==> src/rtl/ca_code_acq_if.sv <==
// Control and result bundle between the acquisition controller / chip sampler
// and the C/A serial-search acquisition engine.
interface ca_code_acq_if;
  logic       start;
  logic [5:0] prn_select;
  logic [9:0] threshold;
  logic       chip_valid;
  logic       chip_in;
  logic       busy;
  logic       done;
  logic       locked;
  logic [9:0] code_phase;
  logic [9:0] peak_mag;

  modport master (
    output start, prn_select, threshold, chip_valid, chip_in,
    input  busy, done, locked, code_phase, peak_mag
  );

  modport slave (
    input  start, prn_select, threshold, chip_valid, chip_in,
    output busy, done, locked, code_phase, peak_mag
  );
endinterface

==> src/rtl/ca_code_acq.sv <==
// Serial-search GPS L1 C/A code acquisition: correlates a 1-bit chip stream
// against a local Gold-code replica, slipping the replica one chip per dwell.
module ca_code_acq #(
  parameter int MAX_TRIALS = 1023
) (
  input logic          clk,
  input logic          rst,
  ca_code_acq_if.slave acq
);

  localparam logic [1:0] ST_IDLE  = 2'd0;
  localparam logic [1:0] ST_DWELL = 2'd1;
  localparam logic [1:0] ST_SLIP  = 2'd2;
  localparam logic [1:0] ST_DONE  = 2'd3;

  localparam logic [9:0] LAST_CHIP  = 10'd1022;
  localparam logic [9:0] LAST_TRIAL = 10'(MAX_TRIALS - 1);

  logic [1:0]  state;
  logic [9:0]  g1;
  logic [9:0]  g2;
  logic [9:0]  chip_idx;
  logic [9:0]  tap_mask;
  logic [9:0]  thresh_q;
  logic [10:0] agree;
  logic [9:0]  trial;
  logic [9:0]  best_mag;
  logic [9:0]  best_trial;
  logic        res_locked;
  logic [9:0]  res_phase;
  logic [9:0]  res_mag;
  logic        busy_q;
  logic        done_q;
  logic        locked_q;
  logic [9:0]  phase_q;
  logic [9:0]  mag_q;

  logic        start_ok;
  logic        prn_ok;
  logic        replica_bit;
  logic [10:0] agree_next;
  logic [9:0]  metric;
  logic        hit;
  logic        better;
  logic        last_trial;

  // G2 tap pair {a, b} per PRN; register stage k lives at bit k-1.
  function automatic logic [7:0] prn_taps(input logic [5:0] prn);
    case (prn)
      6'd1:    prn_taps = {4'd2, 4'd6};
      6'd2:    prn_taps = {4'd3, 4'd7};
      6'd3:    prn_taps = {4'd4, 4'd8};
      6'd4:    prn_taps = {4'd5, 4'd9};
      6'd5:    prn_taps = {4'd1, 4'd9};
      6'd6:    prn_taps = {4'd2, 4'd10};
      6'd7:    prn_taps = {4'd1, 4'd8};
      6'd8:    prn_taps = {4'd2, 4'd9};
      6'd9:    prn_taps = {4'd3, 4'd10};
      6'd10:   prn_taps = {4'd2, 4'd3};
      6'd11:   prn_taps = {4'd3, 4'd4};
      6'd12:   prn_taps = {4'd5, 4'd6};
      6'd13:   prn_taps = {4'd6, 4'd7};
      6'd14:   prn_taps = {4'd7, 4'd8};
      6'd15:   prn_taps = {4'd8, 4'd9};
      6'd16:   prn_taps = {4'd9, 4'd10};
      6'd17:   prn_taps = {4'd1, 4'd4};
      6'd18:   prn_taps = {4'd2, 4'd5};
      6'd19:   prn_taps = {4'd3, 4'd6};
      6'd20:   prn_taps = {4'd4, 4'd7};
      6'd21:   prn_taps = {4'd5, 4'd8};
      6'd22:   prn_taps = {4'd6, 4'd9};
      6'd23:   prn_taps = {4'd1, 4'd3};
      6'd24:   prn_taps = {4'd4, 4'd6};
      6'd25:   prn_taps = {4'd5, 4'd7};
      6'd26:   prn_taps = {4'd6, 4'd8};
      6'd27:   prn_taps = {4'd7, 4'd9};
      6'd28:   prn_taps = {4'd8, 4'd10};
      6'd29:   prn_taps = {4'd1, 4'd6};
      6'd30:   prn_taps = {4'd2, 4'd7};
      6'd31:   prn_taps = {4'd3, 4'd8};
      6'd32:   prn_taps = {4'd4, 4'd9};
      default: prn_taps = {4'd1, 4'd1};
    endcase
  endfunction

  function automatic logic [9:0] taps_to_mask(input logic [7:0] taps);
    taps_to_mask = (10'd1 << (taps[7:4] - 4'd1)) | (10'd1 << (taps[3:0] - 4'd1));
  endfunction

  function automatic logic [9:0] trial_to_phase(input logic [9:0] p);
    trial_to_phase = (p == 10'd0) ? 10'd0 : 10'd1023 - p;
  endfunction

  // Metric max(A, 1023-A): below 512 the complement equals the bitwise inverse.
  always_comb begin
    start_ok    = (state == ST_IDLE) && acq.start;
    prn_ok      = (acq.prn_select != 6'd0) && (acq.prn_select <= 6'd32);
    replica_bit = g1[9] ^ (^(g2 & tap_mask));
    agree_next  = agree + {10'd0, ~(acq.chip_in ^ replica_bit)};
    metric      = (agree_next >= 11'd512) ? agree_next[9:0] : ~agree_next[9:0];
    hit         = metric >= thresh_q;
    better      = metric > best_mag;
    last_trial  = trial == LAST_TRIAL;
  end

  always_ff @(posedge clk or negedge rst) begin
    if (!rst) begin
      g1       <= '1;
      g2       <= '1;
      chip_idx <= '0;
    end else if (start_ok) begin
      g1       <= '1;
      g2       <= '1;
      chip_idx <= '0;
    end else if ((state == ST_DWELL) && acq.chip_valid) begin
      if (chip_idx == LAST_CHIP) begin
        g1       <= '1;
        g2       <= '1;
        chip_idx <= '0;
      end else begin
        g1       <= {g1[8:0], g1[2] ^ g1[9]};
        g2       <= {g2[8:0], g2[1] ^ g2[2] ^ g2[5] ^ g2[7] ^ g2[8] ^ g2[9]};
        chip_idx <= chip_idx + 10'd1;
      end
    end
  end

  // Search sequencing; results are staged in res_* and published from DONE.
  always_ff @(posedge clk or negedge rst) begin
    if (!rst) begin
      state      <= ST_IDLE;
      tap_mask   <= '0;
      thresh_q   <= '0;
      agree      <= '0;
      trial      <= '0;
      best_mag   <= '0;
      best_trial <= '0;
      res_locked <= 1'b0;
      res_phase  <= '0;
      res_mag    <= '0;
    end else begin
      case (state)
        ST_IDLE: begin
          if (acq.start) begin
            if (prn_ok) begin
              tap_mask   <= taps_to_mask(prn_taps(acq.prn_select));
              thresh_q   <= acq.threshold;
              agree      <= '0;
              trial      <= '0;
              best_mag   <= '0;
              best_trial <= '0;
              state      <= ST_DWELL;
            end else begin
              res_locked <= 1'b0;
              res_phase  <= '0;
              res_mag    <= '0;
              state      <= ST_DONE;
            end
          end
        end
        ST_DWELL: begin
          if (acq.chip_valid) begin
            agree <= agree_next;
            if (chip_idx == LAST_CHIP) begin
              if (hit) begin
                res_locked <= 1'b1;
                res_phase  <= trial_to_phase(trial);
                res_mag    <= metric;
                state      <= ST_DONE;
              end else begin
                if (better) begin
                  best_mag   <= metric;
                  best_trial <= trial;
                end
                if (last_trial) begin
                  res_locked <= 1'b0;
                  res_phase  <= trial_to_phase(better ? trial : best_trial);
                  res_mag    <= better ? metric : best_mag;
                  state      <= ST_DONE;
                end else begin
                  state <= ST_SLIP;
                end
              end
            end
          end
        end
        ST_SLIP: begin
          if (acq.chip_valid) begin
            trial <= trial + 10'd1;
            agree <= '0;
            state <= ST_DWELL;
          end
        end
        ST_DONE: state <= ST_IDLE;
        default: state <= ST_IDLE;
      endcase
    end
  end

  always_ff @(posedge clk or negedge rst) begin
    if (!rst) begin
      busy_q   <= 1'b0;
      done_q   <= 1'b0;
      locked_q <= 1'b0;
      phase_q  <= '0;
      mag_q    <= '0;
    end else begin
      done_q <= 1'b0;
      if (start_ok) begin
        locked_q <= 1'b0;
        busy_q   <= prn_ok;
      end else if (state == ST_DONE) begin
        busy_q   <= 1'b0;
        done_q   <= 1'b1;
        locked_q <= res_locked;
        phase_q  <= res_phase;
        mag_q    <= res_mag;
      end
    end
  end

  assign acq.busy       = busy_q;
  assign acq.done       = done_q;
  assign acq.locked     = locked_q;
  assign acq.code_phase = phase_q;
  assign acq.peak_mag   = mag_q;

endmodule

==> src/flat_wrapper.sv <==
// flat-port wrapper written by rule: the top's interface ports become plain ports
module ca_code_acq_flat 
#(
  parameter int MAX_TRIALS = 1023
)
  (clk, rst, acq_start, acq_prn_select, acq_threshold, acq_chip_valid, acq_chip_in, acq_busy, acq_done, acq_locked, acq_code_phase, acq_peak_mag);
  ca_code_acq_if acq_i ();
  input logic clk;
  input logic rst;
  input wire logic [$bits(acq_i.start)-1:0] acq_start;
  input wire logic [$bits(acq_i.prn_select)-1:0] acq_prn_select;
  input wire logic [$bits(acq_i.threshold)-1:0] acq_threshold;
  input wire logic [$bits(acq_i.chip_valid)-1:0] acq_chip_valid;
  input wire logic [$bits(acq_i.chip_in)-1:0] acq_chip_in;
  output wire logic [$bits(acq_i.busy)-1:0] acq_busy;
  output wire logic [$bits(acq_i.done)-1:0] acq_done;
  output wire logic [$bits(acq_i.locked)-1:0] acq_locked;
  output wire logic [$bits(acq_i.code_phase)-1:0] acq_code_phase;
  output wire logic [$bits(acq_i.peak_mag)-1:0] acq_peak_mag;
  assign acq_i.start = acq_start;
  assign acq_i.prn_select = acq_prn_select;
  assign acq_i.threshold = acq_threshold;
  assign acq_i.chip_valid = acq_chip_valid;
  assign acq_i.chip_in = acq_chip_in;
  assign acq_busy = acq_i.busy;
  assign acq_done = acq_i.done;
  assign acq_locked = acq_i.locked;
  assign acq_code_phase = acq_i.code_phase;
  assign acq_peak_mag = acq_i.peak_mag;
  ca_code_acq #(.MAX_TRIALS(MAX_TRIALS)) u_core (.clk(clk), .rst(rst), .acq(acq_i));
endmodule
==> config.mk <==
export PLATFORM = sky130hd
export DESIGN_NAME = ca_code_acq_flat
export DESIGN_NICKNAME = d
export VERILOG_FILES = /design/src/rtl/ca_code_acq_if.sv /design/src/rtl/ca_code_acq.sv /design/src/flat_wrapper.sv
export SDC_FILE = /design/constraint.sdc
export NUM_CORES = 1
export LEC_CHECK = 0
export CAP_MARGIN = 20
export CORE_ASPECT_RATIO = 0.6
export CORE_UTILIZATION = 55
export DETAILED_ROUTE_END_ITERATION = 6
export PLACE_DENSITY = 0.87
export SLEW_MARGIN = 20
export SYNTH_ARGS = -nofsm -noshare
export SYNTH_HDL_FRONTEND = slang
export SYNTH_SLANG_ARGS = --single-unit
==> constraint.sdc <==
create_clock -name clk -period 4.9 [get_ports clk]
set_input_delay 0.98 -clock clk [delete_from_list [all_inputs] [get_ports clk]]
set_output_delay 0.98 -clock clk [all_outputs]
set_load 0.01 [all_outputs]
==> flow_summary.json, run 1 <==
{
  "synth_area_leader_cell": "dfrtp_1",
  "ctsHoldBuffers": 0,
  "max_freq_ghz": 0.1921,
  "ys_seq_area_share_pct": 43.92,
  "async_flop_share_pct": 100.0,
  "die_h_um": 94.62,
  "synth_area_mm2": 0.007863,
  "core_area_mm2": 0.01379,
  "postRouteWirelength_um": 27720,
  "grt_pass1_vias": 7012,
  "setup_tns_ns": -9.966,
  "ios": 44,
  "ant_nets": 0,
  "grt_max_degree": 104,
  "max_slew_margin_pct": 27.40,
  "cts_max_path_buffers": 2,
  "overflow": 0,
  "min_period_over_period_pct": 106.2,
  "firstDrtPassIters": 7,
  "worst_r2r_path_depth": 23,
  "cts_inserted_buffers": 17,
  "synth_enable_flop_cells": 0,
  "slowest_stage": "or3_4",
  "timing.final.ws_setup_ns": -0.3045,
  "setup_viol": 42,
  "synth_top_family_by_area": "simple AND/OR/NAND/NOR gates",
  "post_dp_cell_area_mm2": 0.008896,
  "initial_core_util_pct": 57.01,
  "holdCritStartpoint": "u_core.g1[7]$_DFFE_PN1P_",
  "syn_avg_cell_area_um2": 9.428,
  "final_cell_area_mm2": 0.01036,
  "area_delta_synth_final_pct": 31.81,
  "ys_types": 75,
  "ys_ff_latch": 137,
  "clkSinkCount": 137,
  "synth-xor-area-share_pct": 4.790,
  "grt_antenna_before_repair": 0,
  "worstMarginPinSlew_ns": 1.085,
  "violations": "design-rule violations, negative setup slack",
  "status": "complete, but fails checks",
  "synth_compound_gate_area_share_pct": 18.95,
  "insertion_delay_ns": 0.44,
  "slew_violations": 0,
  "rows": 33,
  "cts_tree": "yes",
  "pwr_density_cell_mw_per_mm2": 678.9,
  "drt_iter0_markers": 1280,
  "ys_warn_count": 0,
  "fillCellCount": 805,
  "synth.area.top_cells": "dfrtp_1 37%, dfstp_2 6.7%, nand2_1 5.4%, ha_1 5.1%, o21ai_0 4.3%",
  "clock_skew_ns": 0.01270,
  "path_cells": "buf_8 -> xnor2_4 -> xnor2_2 -> xnor2_2 -> xnor2_1 -> ha_2 -> ha_4 -> nand2_2 -> or3_4 -> and4_4 -> buf_6 -> or3_4 -> nand2_4 -> ha_1 -> o21a_1 -> o211ai_1 -> a21oi_2 -> buf_4 -> a211oi_2 -> buf_4 -> buf_4 -> o21ai_0 -> o31ai_4",
  "leakage_uw": 0.004380,
  "post-synth-top-area-fraction_pct": 37.24,
  "timing.max_cap.violations": 0,
  "critPathRequiredTime_ns": 5.23,
  "worst_path_most_repeated_cell": "buf_4",
  "max_stage_delay_ns": 0.43,
  "io_buffers": 43,
  "die_w_um": 156.4,
  "vias_per_cell": 6.975,
  "drc": 17,
  "fin_nets": 1003,
  "wire_per_inst_um": 24.00,
  "path_class": "in -> reg",
  "synthCells": 834,
  "cp_max_fo": 5,
  "hold_viol": 0,
  "grt_setup_unrepaired": "yes",
  "grt_usage_pct": 32.39,
  "gp_congestion": 0.9483,
  "synth_fa_ha_area_share_pct": 5.092,
  "yosys-top-cells-count": "117 x dfrtp_1, 114 x nand2_1, 68 x o21ai_0",
  "muxShareOfSynthArea_pct": 3.103,
  "hold_class": "reg -> reg",
  "drive_above_1_share_pct": 28.97,
  "r2r_setup_slack_ns": -0.27,
  "post-route-util_pct": 75.15,
  "yosysMostFrequentCell": "dfrtp_1",
  "period_needed_ns": 5.204,
  "vias": 8056,
  "r2r-end": "u_core.res_phase[8]$_DFFE_PN0P_",
  "crit_path_end_kind": "register",
  "grt_pass1_wl_um": 36610,
  "place_inst": 1091,
  "diodes": 0,
  "place.detailed.hpwl_um": 14230,
  "hold_depth": 2,
  "timing.rr.start": "u_core.g2[8]$_DFFE_PN1P_",
  "whs_endpoint": "u_core.g1[8]$_DFFE_PN1P_",
  "ir_worst_vdd_mv": 0.3850,
  "fin_cells": 1155,
  "yosys.area_share.simple_pct": 19.51,
  "finalPower_uw": 7036,
  "cts-root-buf": "clkbuf_16",
  "die-area_mm2": 0.01479,
  "path_clk_slew_ns": 0.06,
  "critPathArrivalTime_ns": 5.53,
  "h-tree-depth": 4,
  "synth_nets": 887,
  "ys.flop_type": "dfrtp_1",
  "critPathLaunchType": "primary input"
}
-- metal layers --
metal  part of all wire, %  global-route usage [%]
met1                    37                   43.51
met2                    43                   50.48
met3                    13                   7.710
met4                   6.9                   13.81
met5                  0.18                       0
-- placed cells by master, fill, tap and decap left out, types with 6 or more instances in the layout --
cell type	netlist	routed
dfstp_2	20	20
clkbuf_16	0	17
nand3_1	38	35
o21ai_1	1	8
nor2_1	48	47
nor3_1	12	9
mux2_2	19	19
a32o_1	8	6
nand2_1	114	94
ha_1	32	22
buf_6	2	14
o211ai_1	10	10
nor3b_1	6	6
clkdlybuf4s50_1	0	41
nor2b_1	7	7
o21ai_0	68	57
xnor2_1	31	26
ha_4	0	9
nor4_1	9	8
nand4_1	12	12
buf_4	3	79
or3_4	0	8
nand2_2	0	16
xor2_1	12	11
nand2b_1	14	13
a32oi_1	10	8
dfrtp_1	117	117
a21oi_1	22	19
a22o_1	25	25
inv_1	41	40
o31ai_1	13	6
-- sequential cells by signal (all words and copies together) (netlist names) --
name and count:
u_core.acq.busy 1, u_core.acq.code_phase 10, u_core.acq.done 1, u_core.acq.locked 1, u_core.acq.peak_mag 10, u_core.agree 11, u_core.best_mag 10, u_core.best_trial 10
u_core.chip_idx 10, u_core.g1 10, u_core.g2 10, u_core.res_locked 1, u_core.res_mag 10, u_core.res_phase 10, u_core.state 2, u_core.tap_mask 10
u_core.thresh_q 10, u_core.trial 10
-- where the power goes --
group	switching [µW]	leakage, µW	internal (µW)
sequential	333	0.00175	1550
combinational	2000	0.00232	1700
clock	547	0.000308	908
total	2880	0.00438	4150
-- metrics by stage --
step                      hold slack (ns)  worst slack (ns)
after detailed placement           0.4737            -1.072
after global routing               0.5013           -0.3541
after global placement             0.4689           -0.9199
after floorplan                    0.4460           -0.1153
after CTS                          0.4827          0.002763
final                              0.4808           -0.3045
-- kinds of logic (layout without fill, tap and decap cells) --
kind of cell / after synthesis / after routing
AOI/OAI and AO/OA: 209 / 209
xor gates and xnor gates: 43 / 43
and+or+nand+nor: 305 / 307
DFF: 137 / 137
adders and majority gates: 32 / 32
buffers and inverters: 86 / 213
muxes: 22 / 22
-- what timing repair did --
action | CTS | global route
gates cloned | 4 | 4
endpoints found under the setup margin | 42 | 42
gates resized for setup | 50 | 95
buffers inserted | 6 | 19
pin swaps | 21 | 63
-- critical path: cells and delay by family --
| kind | cells | cell delay (ns) |
|---|---|---|
| AOI/OAI and AO/OA | 6 | 1.24 |
| and+or+nand+nor | 5 | 1.23 |
| buffers and inverters | 5 | 0.79 |
| xor gates and xnor gates | 4 | 0.67 |
| adders and majority gates | 3 | 0.62 |
-- area by class of cell --
type,count,area [µm²],area share [%]
clock inverters,14,224.0,2.161
inverters,42,160.2,1.545
flip-flops and latches,137,3453,33.32
clock buffers,18,429.2,4.141
well taps,192,240.2,2.318
multi-input cells,613,4643,44.80
repair buffers,139,1214,11.71
-- worst max-delay path by stage --
| stage | from | endpoint | slack (ns) |
|---|---|---|---|
| 2_1_floorplan | acq_chip_in | u_core.res_phase[0]$_DFFE_PN0P_ | -0.12 |
| 3_3_place_gp | acq_chip_in | u_core.res_phase[6]$_DFFE_PN0P_ | -0.92 |
| 3_5_place_dp | acq_chip_in | u_core.res_phase[1]$_DFFE_PN0P_ | -1.07 |
| 4_1_cts | acq_chip_in | u_core.res_mag[5]$_DFFE_PN0P_ | 0.003 |
| 5_1_grt | u_core.g2[8]$_DFFE_PN1P_ | u_core.res_mag[1]$_DFFE_PN0P_ | -0.35 |
| 6_report | acq_chip_in | u_core.res_phase[8]$_DFFE_PN0P_ | -0.30 |
Power figures use the tool's default switching activity.
==> run 2: changes to the inputs <==
--- a/config.mk
+++ b/config.mk
@@ -5,11 +5,12 @@
 export SDC_FILE = /design/constraint.sdc
 export NUM_CORES = 1
 export LEC_CHECK = 0
+export ABC_AREA = 1
 export CAP_MARGIN = 20
 export CORE_ASPECT_RATIO = 0.6
-export CORE_UTILIZATION = 55
+export CORE_UTILIZATION = 65
 export DETAILED_ROUTE_END_ITERATION = 6
-export PLACE_DENSITY = 0.87
+export PLACE_DENSITY = 0.95
 export SLEW_MARGIN = 20
 export SYNTH_ARGS = -nofsm -noshare
 export SYNTH_HDL_FRONTEND = slang
==> constraint.sdc (replaced) <==
create_clock -name clk -period 6.5 [get_ports clk]
set_input_delay 1.3 -clock clk [delete_from_list [all_inputs] [get_ports clk]]
set_output_delay 1.3 -clock clk [all_outputs]
set_load 0.01 [all_outputs]
==> run 2 against run 1 <==
Compared with the run above: the flow finishes with violations (design-rule violations); flip-flop and latch count unchanged; synthesized cell count up 26%; setup slack better by 0.62 ns; count of clock-buffer cells in the layout up 1; clock power down 31%; combinational power down 39%; clock skew down 0.0043 ns; critical path depth up 6; via count down 7.9%; core utilization up 3.9 points; global-route usage up 3.2 points; routed wire length down 25%; largest cell class unchanged; largest power group unchanged.
==> flow_summary.json, run 2 <==
{
  "status": "complete, but fails checks",
  "violations": "design-rule violations",
  "ir_worst_vdd_mv": 0.3234,
  "hold_class": "reg -> reg",
  "h-tree-depth": 4,
  "worst_r2r_path_depth": 29,
  "min_period_over_period_pct": 95.20,
  "synth_enable_flop_cells": 0,
  "pre_cts_slack_ns": 0.03757,
  "io_buffers": 43,
  "period_needed_ns": 6.188,
  "drive_above_1_share_pct": 9.727,
  "ys_ff_latch": 137,
  "die_w_um": 144.3,
  "post-synth-top-area-fraction_pct": 37.09,
  "holdCritStartpoint": "u_core.acq.peak_mag[1]$_DFFE_PN0P_",
  "ys_warn_count": 0,
  "diodes": 0,
  "async_flop_share_pct": 100.0,
  "slowest_stage": "clkdlybuf4s50_1",
  "cts_tree": "yes",
  "pwr_density_cell_mw_per_mm2": 509.1,
  "firstDrtPassIters": 7,
  "critPathArrivalTime_ns": 6.55,
  "vias": 7420,
  "yosys-top-cells-count": "334 x nand2_1, 117 x dfrtp_1, 101 x inv_1",
  "core_area_mm2": 0.01156,
  "clock_skew_ns": 0.008398,
  "grt_max_degree": 86,
  "hold_viol": 0,
  "crit_path_end_kind": "register",
  "rows": 30,
  "clkSinkCount": 137,
  "synth_area_mm2": 0.007894,
  "critPathLaunchType": "primary input",
  "timing.final.ws_setup_ns": 0.3120,
  "drt_iter0_markers": 908,
  "finalPower_uw": 4654,
  "grt_usage_pct": 35.55,
  "worstMarginPinSlew_ns": 0.8883,
  "postRouteWirelength_um": 20900,
  "vias_per_cell": 5.889,
  "place.detailed.hpwl_um": 13370,
  "initial_core_util_pct": 68.28,
  "r2r_setup_slack_ns": 0.98,
  "cts-root-buf": "clkbuf_16",
  "ios": 44,
  "max_freq_ghz": 0.1616,
  "area_delta_synth_final_pct": 15.82,
  "overflow": 0,
  "fin_nets": 1141,
  "die_h_um": 87.36,
  "ys_types": 43,
  "synthCells": 1048,
  "whs_endpoint": "u_core.acq.peak_mag[1]$_DFFE_PN0P_",
  "wire_per_inst_um": 16.59,
  "ys_seq_area_share_pct": 43.75,
  "yosysMostFrequentCell": "nand2_1",
  "grt_pass1_vias": 7280,
  "timing.rr.start": "u_core.g2[2]$_DFFE_PN1P_",
  "setup_viol": 0,
  "die-area_mm2": 0.01260,
  "timing.max_cap.violations": 0,
  "gp_congestion": 0.9961,
  "synth.area.top_cells": "dfrtp_1 37%, nand2_1 16%, dfstp_2 6.7%, ha_1 5.1%, inv_1 4.8%",
  "layout_common_cells": "334 x nand2_1, 117 x dfrtp_1, 101 x inv_1",
  "cts_max_path_buffers": 2,
  "max_stage_delay_ns": 0.51,
  "crit_buf_inv": 5,
  "syn_avg_cell_area_um2": 7.532,
  "critPathRequiredTime_ns": 6.86,
  "hold_depth": 2,
  "max_slew_margin_pct": 40.72,
  "drc": 1,
  "synth_nets": 1101,
  "setup_tns_ns": 0,
  "ant_nets": 0,
  "insertion_delay_ns": 0.43,
  "slew_violations": 0,
  "final_common_cell": "nand2_1",
  "largest_reg_flops": 11,
  "path_clk_slew_ns": 0.06,
  "grt_antenna_before_repair": 0,
  "cts_inserted_buffers": 17,
  "cp_max_fo": 12,
  "path_class": "in -> reg",
  "worst_path_most_repeated_cell": "nand2_1",
  "grt_pass1_wl_um": 34470,
  "leakage_uw": 0.004387,
  "cp_top_family": "simple AND/OR/NAND/NOR gates",
  "ctsHoldBuffers": 0,
  "regMostFlops": "u_core.agree",
  "synth_area_leader_cell": "dfrtp_1",
  "ys.flop_type": "dfrtp_1",
  "r2r-end": "u_core.res_mag[0]$_DFFE_PN0P_"
}
[run 2: cell count changes after synthesis, moves of 12 or more]
| cell | change |
|---|---|
| inv_1 | +60 |
| nand2_1 | +220 |
| or3_1 | -12 |
| nor2_1 | +39 |
| mux2_2 | -19 |
| xnor2_1 | -17 |
| nand3_1 | +18 |
| a21oi_1 | +22 |
| a22o_1 | -25 |
| o21ai_1 | +19 |
| nand2b_1 | -14 |
| inv_2 | +16 |
[run 2: power breakdown]
part	switching (µW)	total, µW	internal (µW)
Clock	378	997	618
Sequential	213	1410	1190
Combinational	1410	2250	840
Total	2000	4650	2650
[run 2: what timing repair did]
item	4_1_cts	5_1_grt
gates resized for setup	0	8
endpoints found under the setup margin	0	27
hold endpoints to repair	0	0
setup buffers	0	2
[run 2: logic make-up after synthesis]
family | share of synthesized area (%)
buffers and inverters | 7.656
AO/OA/AOI/OAI | 12.30
adder cells (fa/ha/maj) | 5.072
AND/OR/NAND/NOR | 27.12
XOR/XNOR | 4.105
flip-flops | 43.75
[run 2: tightest hold or removal path, stage by stage, from the launching register on]
cell     delay [ns]
dfrtp_1        0.34
nand2_1        0.05
nand2_1        0.05
[run 2: routing by layer]
| metal | wire (µm) | track usage, % |
|---|---|---|
| met1 | 8895 | 48.42 |
| met2 | 9153 | 53.80 |
| met3 | 2155 | 9.016 |
| met4 | 697 | 16.17 |
| met5 | 0 | 0 |
[run 2: worst max-delay path by stage]
stage	slack, ns	end	startpoint	cells past startpoint
2_1_floorplan	1.29	u_core.res_phase[1]$_DFFE_PN0P_	acq_chip_in	28
3_3_place_gp	0.32	u_core.res_phase[1]$_DFFE_PN0P_	acq_chip_in	29
3_5_place_dp	0.04	u_core.res_phase[1]$_DFFE_PN0P_	acq_chip_in	31
4_1_cts	0.18	u_core.res_phase[8]$_DFFE_PN0P_	acq_chip_in	29
5_1_grt	-0.001	u_core.res_phase[0]$_DFFE_PN0P_	acq_chip_in	30
6_report	0.31	u_core.res_mag[0]$_DFFE_PN0P_	acq_chip_in	29
[run 2: final cells by class]
type / instances / area (µm²)
Multi-Input combinational cell: 757 / 3897
Sequential cell: 137 / 3453
Fill cell: 784 / 2419
Timing Repair Buffer: 56 / 541.8
Clock buffer: 19 / 452.9
Inverter: 119 / 449.2
Tap cell: 160 / 200.2
Clock inverter: 12 / 147.6
[run 2: metrics by stage]
step,area [µm²],utilization [%],std cells,hold slack (ns)
after floorplan,7894,-,1048,0.4335
after global placement,8456,73.14,1227,0.4504
after detailed placement,8456,73.14,1227,0.4627
after CTS,9056,78.33,1258,0.4799
after global routing,9143,79.08,1260,0.5026
final,9143,79.08,1260,0.4783
